`config.mk`:
```
export PLATFORM = sky130hd
export DESIGN_NAME = bin_to_bcd
export DESIGN_NICKNAME = d
export VERILOG_FILES = /design/src/rtl/bin_to_bcd.sv
export SDC_FILE = /design/constraint.sdc
export NUM_CORES = 1
export LEC_CHECK = 0
export BUFFER_PORTS_ARGS = -buffer_cell sky130_fd_sc_hd__buf_4
export CORE_ASPECT_RATIO = 1.75
export CORE_MARGIN = 2
export CORE_UTILIZATION = 60
export DETAILED_ROUTE_END_ITERATION = 16
export PLACE_DENSITY = 0.82
export SLEW_MARGIN = 20
export SYNTH_ARGS = -nofsm -noshare
export SYNTH_HDL_FRONTEND = slang
export SYNTH_SLANG_ARGS = --single-unit
```
`constraint.sdc`:
```
create_clock -name clk -period 3.1 [get_ports clk]
set_input_delay 0.62 -clock clk [delete_from_list [all_inputs] [get_ports clk]]
set_output_delay 0.62 -clock clk [all_outputs]
set_load 0.005 [all_outputs]
```
`src/rtl/bin_to_bcd.sv`:
```
// bin_to_bcd: iterative double-dabble binary-to-BCD converter.
// Produces eight nibble-per-digit BCD digits for the seven-segment path.
// Conversions above 99_999_999 saturate to all nines and raise ovf.
// With BLANK=1, leading zero digits (except digit 0) read as 4'hF.
//
// state   | meaning
// --------+-----------------------------------------------------------
// S_IDLE  | waiting for start; outputs hold the last result
// S_SHIFT | one add-3/shift iteration per cycle, W iterations total
// S_FIX   | saturate or blank the accumulator, publish result, pulse done
module bin_to_bcd #(
    parameter int W     = 27,
    parameter bit BLANK = 1'b1
) (
    input  logic         clk,
    input  logic         rst_n,
    input  logic         start,
    input  logic [W-1:0] bin,
    output logic         busy,
    output logic         done,
    output logic [31:0]  bcd,
    output logic         ovf
);

    localparam int          CW      = $clog2(W + 1);
    localparam logic [31:0] RST_BCD = BLANK ? 32'hFFFF_FFF0 : 32'h0000_0000;
    localparam logic [31:0] MAX_DEC = 32'd99_999_999;
    localparam logic [31:0] SAT_BCD = 32'h9999_9999;

    typedef enum logic [1:0] {
        S_IDLE  = 2'd0,
        S_SHIFT = 2'd1,
        S_FIX   = 2'd2
    } state_t;

    state_t          r_state;
    logic [W-1:0]    r_shreg;
    logic [31:0]     r_acc;
    logic [CW-1:0]   r_cnt;
    logic            r_sat;

    logic [31:0]     w_adj;
    logic [31:0]     w_blank;
    logic            w_sat_in;

    // Saturation is decided from the captured value, so iteration timing never changes.
    assign w_sat_in = ({{(32-W){1'b0}}, bin} > MAX_DEC);

    // Add 3 to every digit that would reach 10 or more after the next doubling.
    always_comb begin
        w_adj = r_acc;
        for (int i = 0; i < 8; i++) begin
            if (r_acc[4*i +: 4] >= 4'd5) begin
                w_adj[4*i +: 4] = r_acc[4*i +: 4] + 4'd3;
            end
        end
    end

    // Replace leading zero digits 7..1 with 4'hF; digit 0 always stays visible.
    always_comb begin
        logic lead;
        w_blank = r_acc;
        lead    = 1'b1;
        if (BLANK) begin
            for (int i = 7; i >= 1; i--) begin
                if (lead && (r_acc[4*i +: 4] == 4'd0)) begin
                    w_blank[4*i +: 4] = 4'hF;
                end else begin
                    lead = 1'b0;
                end
            end
        end
    end

    // Controller and datapath: capture, iterate W times, then publish the result.
    always_ff @(posedge clk or negedge rst_n) begin
        if (!rst_n) begin
            r_state <= S_IDLE;
            r_shreg <= '0;
            r_acc   <= '0;
            r_cnt   <= '0;
            r_sat   <= 1'b0;
            busy    <= 1'b0;
            done    <= 1'b0;
            bcd     <= RST_BCD;
            ovf     <= 1'b0;
        end else begin
            done <= 1'b0;
            case (r_state)
                S_IDLE: begin
                    if (start) begin
                        r_shreg <= bin;
                        r_acc   <= '0;
                        r_cnt   <= CW'(W);
                        r_sat   <= w_sat_in;
                        busy    <= 1'b1;
                        r_state <= S_SHIFT;
                    end
                end
                S_SHIFT: begin
                    r_acc   <= (w_adj << 1) | {31'd0, r_shreg[W-1]};
                    r_shreg <= r_shreg << 1;
                    r_cnt   <= r_cnt - CW'(1);
                    if (r_cnt == CW'(1)) begin
                        r_state <= S_FIX;
                    end
                end
                S_FIX: begin
                    bcd     <= r_sat ? SAT_BCD : w_blank;
                    ovf     <= r_sat;
                    done    <= 1'b1;
                    busy    <= 1'b0;
                    r_state <= S_IDLE;
                end
                default: begin
                    r_state <= S_IDLE;
                    busy    <= 1'b0;
                end
            endcase
        end
    end

endmodule

```
Yosys cells after proc, flatten, opt, wreduce, memory -nomap -nowiden
Cells that the tools add are included.
- add/sub/neg operators: 9
- order comparisons: 9
- equal/unequal tests: 5
- muxes and demuxes: 34
- bitwise operators: 2
- reduce and logical (&&, ||, !) cells: 19
- operators by type and width (operator ; count):
    32-bit 2-to-1 mux ; 2
    32-bit case mux with 2 select lines ; 1
    4-bit 2-to-1 mux ; 14
    27-bit case mux with 2 select lines ; 1
    4-bit by 3-bit greater-or-equal comparator with 1-bit output (second input constant) ; 8
    32-bit by 1-bit bitwise OR with 32-bit output ; 1
    4-bit by 2-bit adder with 4-bit output (second input constant) ; 7
    4-bit zero test ; 7
    27-bit > comparator (second input constant) ; 1
    27-bit 2-to-1 mux ; 1
    5-bit case mux with 2 select lines ; 1
    1-bit 2-to-1 mux ; 8
    2-bit AND reduction ; 4
    1-bit logical AND ; 6
    5-bit by 1-bit equality test with 1-bit output (second input constant) ; 1
    5-bit 2-to-1 mux ; 1
    5-bit by 1-bit subtractor with 5-bit output (second input constant) ; 1
    2-bit 2-to-1 mux ; 2
    2-bit inequality test (second input constant) ; 2
    2-bit case mux with 2 select lines ; 1
    3-bit by 2-bit adder with 3-bit output (second input constant) ; 1
    3-bit 2-to-1 mux ; 1
    2-bit by 1-bit equality test with 1-bit output (second input constant) ; 1
    2-bit equality test (second input constant) ; 1
    4 further kinds ; 4
- register bits: 102
- bits of input ports: 30
- output and inout bits: 35
- logic and storage cells: 87

Longest topological paths before layout
- depth after elaboration: 15
- depth in mapped cells: 7
- depth with buffers taken out: 6

Worst setup path before layout
No wires, ideal clock.
- path kind: reg-to-reg
- start: reg r_acc[28]
- end: reg bcd[12]
- library setup time: 77 ps
- arrival time: 1909 ps
- required time: 3023 ps
- path slack: 1114 ps
- stages on the path, launching flop included: 8
- path buffers: 1
- period minus slack after synthesis: 1986 ps
- cells stage by stage: dfrtp_1 -> inv_1 -> ha_1 -> or3b_1 -> buf_6 -> nor4_4 -> a21oi_2 -> a31oi_1
- longest elaborated chain between the ends: 11
- ends and longest elaborated chain (item ; line ; RTL):
    from (decl) ; 38 ; logic [31:0] r_acc;
    from (signal assigned) ; 101 ; r_acc <= (w_adj << 1) | {31'd0, r_shreg[W-1]};
    4-bit zero test (*) ; 66 ; if (lead && (r_acc[4*i +: 4] == 4'd0)) begin
    1-bit 2-to-1 mux (*) ; 66 ;
    1-bit logical AND ; 66 ;
    1-bit 2-to-1 mux (*) ; 66 ;
    1-bit logical AND ; 66 ;
    1-bit 2-to-1 mux (*) ; 66 ;
    1-bit logical AND ; 66 ;
    1-bit 2-to-1 mux (*) ; 66 ;
    1-bit logical AND (*) ; 66 ;
    4-bit 2-to-1 mux (*) ; 66 ;
    32-bit 2-to-1 mux (*) ; 109 ; bcd <= r_sat ? SAT_BCD : w_blank;
    to (signal assigned) ; 109 ;
    to (decl) ; 21 ; output logic [31:0] bcd,
Every way passes the cells marked *; elsewhere a longest branch is shown, timed or not.
A chain may end at the register's enable or synchronous reset.

Worst setup path in the final report
Same ends and word-level chain as after synthesis.

==> flow_summary.json <==
{
  "status": "finished clean",
  "yosysTopAreaCell": "dfrtp_1",
  "wl_per_cell_um": 15.36,
  "layout.cells.non_filler": 713,
  "cts_buffers": 9,
  "drtPass1Iterations": 5,
  "final_common_cell": "nand2_1",
  "path_cells": "inv_1, ha_1, or3b_1, nor4_4, a21oi_2, a31oi_1",
  "placed_cells": 697,
  "critPathKind": "register to register",
  "die_x_um": 73.75,
  "areaGrowthSynthToFinish_pct": 16.63,
  "setup_viol": 0,
  "syn_area_per_cell_sq_um": 9.058,
  "ys_ff_latch": 102,
  "rows": 44,
  "tightest_slew_ns": 0.9002,
  "static-leakage-power_nw": 2.673,
  "cp-start-kind": "register",
  "final.setup.tns_ns": 0,
  "synth_compound_area_frac": 0.1487,
  "start_util": 0.6186,
  "ys_seq_area_frac": 0.5065,
  "postCtsSetupBuffers": 0,
  "drc_errors": 0,
  "gp_congestion": 0.7964,
  "slowest_delay_ns": 0.68,
  "tritoncts": "done",
  "cts.path.max_buffers": 2,
  "reg2reg_slack_ns": 0.77,
  "drv_slew": 0,
  "n_fill_cell": 659,
  "place_ws_ns": 0.8394,
  "synth_top_cell_area_share": 0.3625,
  "grt_pass1_wl_um": 18710,
  "setup_ws_ns": 0.7732,
  "rsz0062_at_grt": "no",
  "synth_flop_cell": "dfrtp_1",
  "top_layer": "met4",
  "path_clk_slew_ns": 0.06,
  "nets": 670,
  "dieArea_sq_um": 9297,
  "dr.first_iter.drc_count": 356,
  "timing.max_cap.violations": 0,
  "grt_max_degree": 103,
  "cts-root-buf": "clkbuf_16",
  "synth-adder-area-share": 0.05878,
  "met3_length_um": 401,
  "crit_path_top_delay_cell": "nor4_4",
  "cts.sink_count": 102,
  "vdd_drop_max_uv": 601.4,
  "syn_area_sq_um": 5109,
  "finClkSkew_ns": 0.007084,
  "synth-async-reset-ratio": 1.000,
  "critPathMaxFanout": 10,
  "ant_nets": 0,
  "h-tree-depth": 3,
  "synth_nets": 618,
  "grt_overflow_total": 0,
  "min_period_ns": 2.327,
  "ctsResizeCount": 0,
  "finalHoldViolCount": 0,
  "worstPathRequired_ns": 3.37,
  "antenna_found_initial": 0,
  "diodes": 0,
  "wl_um": 10950,
  "synth_area_leaders": "dfrtp_1 36%, dfstp_2 14%, nand2_1 7.4%",
  "p_per_area_nw_per_um2": 1076,
  "timing.rr.start": "r_acc[28]$_DFFE_PN0P_",
  "min-delay-path-class": "input pin to asynchronous set/reset pin",
  "met2_wirelength_um": 5788,
  "r2r.worst_path.cells": 6,
  "avgViaCountPerCell": 5.968,
  "syn_inst": 564,
  "clk_latency_ns": 0.34,
  "max_freq_ghz": 0.4298,
  "synth_top_family_by_area": "simple AND/OR/NAND/NOR gates",
  "cts_hold_buffers": 0,
  "fp.coreArea_sq_um": 8258,
  "vias": 4255,
  "track_usage": 0.2536,
  "slew_headroom": 0.3999,
  "timing.final.crit_share": 0.7506,
  "r2r_end": "bcd[12]$_DFFE_PN1P_",
  "hpwl_um": 7461,
  "synth.area.mux_share": 0.01739,
  "die_h_um": 126.1,
  "cp.arrival_ns": 2.60,
  "synth-simple-area-share": 0.2092,
  "synth_xor_area_frac": 0.02057,
  "synth_cell_types": 44,
  "drive_gt1_frac": 0.2077,
  "hold_slack_ns": 0.3087,
  "layout_common_cells": "101 x nand2_1, 74 x dfrtp_1, 71 x buf_4",
  "io_buffer_count": 64,
  "io_pins": 65,
  "synth_edf_count": 0,
  "end_kind": "register",
  "drt-met1-wl_um": 4424,
  "ys_warn_count": 0,
  "grt_pass1_vias": 4222
}
-- area by class of cell --
cell class	count	area, sq um	area share
flip-flops and latches	102	2587	0.4343
multi-input cells	411	2336	0.3921
repair buffers	72	553.0	0.09282
clock buffers	16	291.5	0.04893
well taps	92	115.1	0.01932
inverters	20	75.07	0.01260
-- critical path: cells and delay by family, from the launching register on --
family	cells	cell delay, ns
AOI/OAI and AO/OA	2	0.33
adders and majority gates	1	0.23
buffers and inverters	1	0.10
DFF	1	0.41
and+or+nand+nor	2	1.18
-- registers in the layout, summed over array words and instances, names as in the netlist --
signal and count:
busy 1, bcd 32, done 1, r_acc 32
r_state 2, ovf 1, r_cnt 5, r_sat 1
r_shreg 27
-- cells in the mapped netlist, types with 2 or more instances --
| cell type | count |
|---|---|
| nand2_1 | 101 |
| dfrtp_1 | 74 |
| o21ai_0 | 63 |
| nor2_1 | 51 |
| a31oi_1 | 29 |
| clkbuf_1 | 28 |
| dfstp_2 | 28 |
| nand3_1 | 25 |
| a21oi_1 | 24 |
| ha_1 | 24 |
| inv_1 | 19 |
| nor3_1 | 19 |
| nand2b_1 | 10 |
| xnor2_1 | 10 |
| mux2_2 | 7 |
| o31ai_1 | 7 |
| nor3b_1 | 6 |
| o21ai_1 | 4 |
| or3b_2 | 3 |
| a21oi_2 | 2 |
| buf_1 | 2 |
| nor2b_1 | 2 |
| nor4_1 | 2 |
| o211ai_1 | 2 |
| o32ai_1 | 2 |
| xor2_1 | 2 |
-- worst max path at each step --
stage                                from                   to  depth (start not counted)  slack (ns)
global placement    r_acc[28]$_DFFE_PN0P_   bcd[8]$_DFFE_PN1P_                          6        0.90
detailed placement  r_acc[28]$_DFFE_PN0P_   bcd[8]$_DFFE_PN1P_                          6        0.84
global route        r_acc[28]$_DFFE_PN0P_  bcd[19]$_DFFE_PN1P_                          6        0.64
CTS                 r_acc[28]$_DFFE_PN0P_   bcd[8]$_DFFE_PN1P_                          6        0.80
finish              r_acc[28]$_DFFE_PN0P_  bcd[12]$_DFFE_PN1P_                          6        0.77
floorplan           r_acc[28]$_DFFE_PN0P_  bcd[12]$_DFFE_PN1P_                          7        1.11
-- kinds of logic after synthesis --
logic type                 after synthesis
and+or+nand+nor                        232
muxes                                    8
buffers and inverters                   51
DFF                                    102
AOI/OAI and AO/OA                      135
xor gates and xnor gates                12
adders and majority gates               24
-- layer usage --
layer / track usage / vias to the layer above
met5: 0 / -
met4: 0.1262 / 0
met3: 0.03920 / 27
met2: 0.4202 / 122
met1: 0.3147 / 2065
li1: - / 2041
-- power breakdown --
part,internal [mW],leakage (nW),switching [mW]
Combinational,1.23,1.36,1.50
Sequential,2.06,1.17,0.531
Clock,0.634,0.143,0.456
Total,3.92,2.67,2.49
-- through the flow --
step,power (mW),util,instance area (sq um)
finish,6.410,0.7215,5958
global route,6.957,0.7215,5958
CTS,6.439,0.7215,5958
detailed placement,5.334,0.6862,5667
global placement,5.170,0.6862,5667
floorplan,4.407,-,5109
No activity file was read; power rests on OpenSTA's default activity.
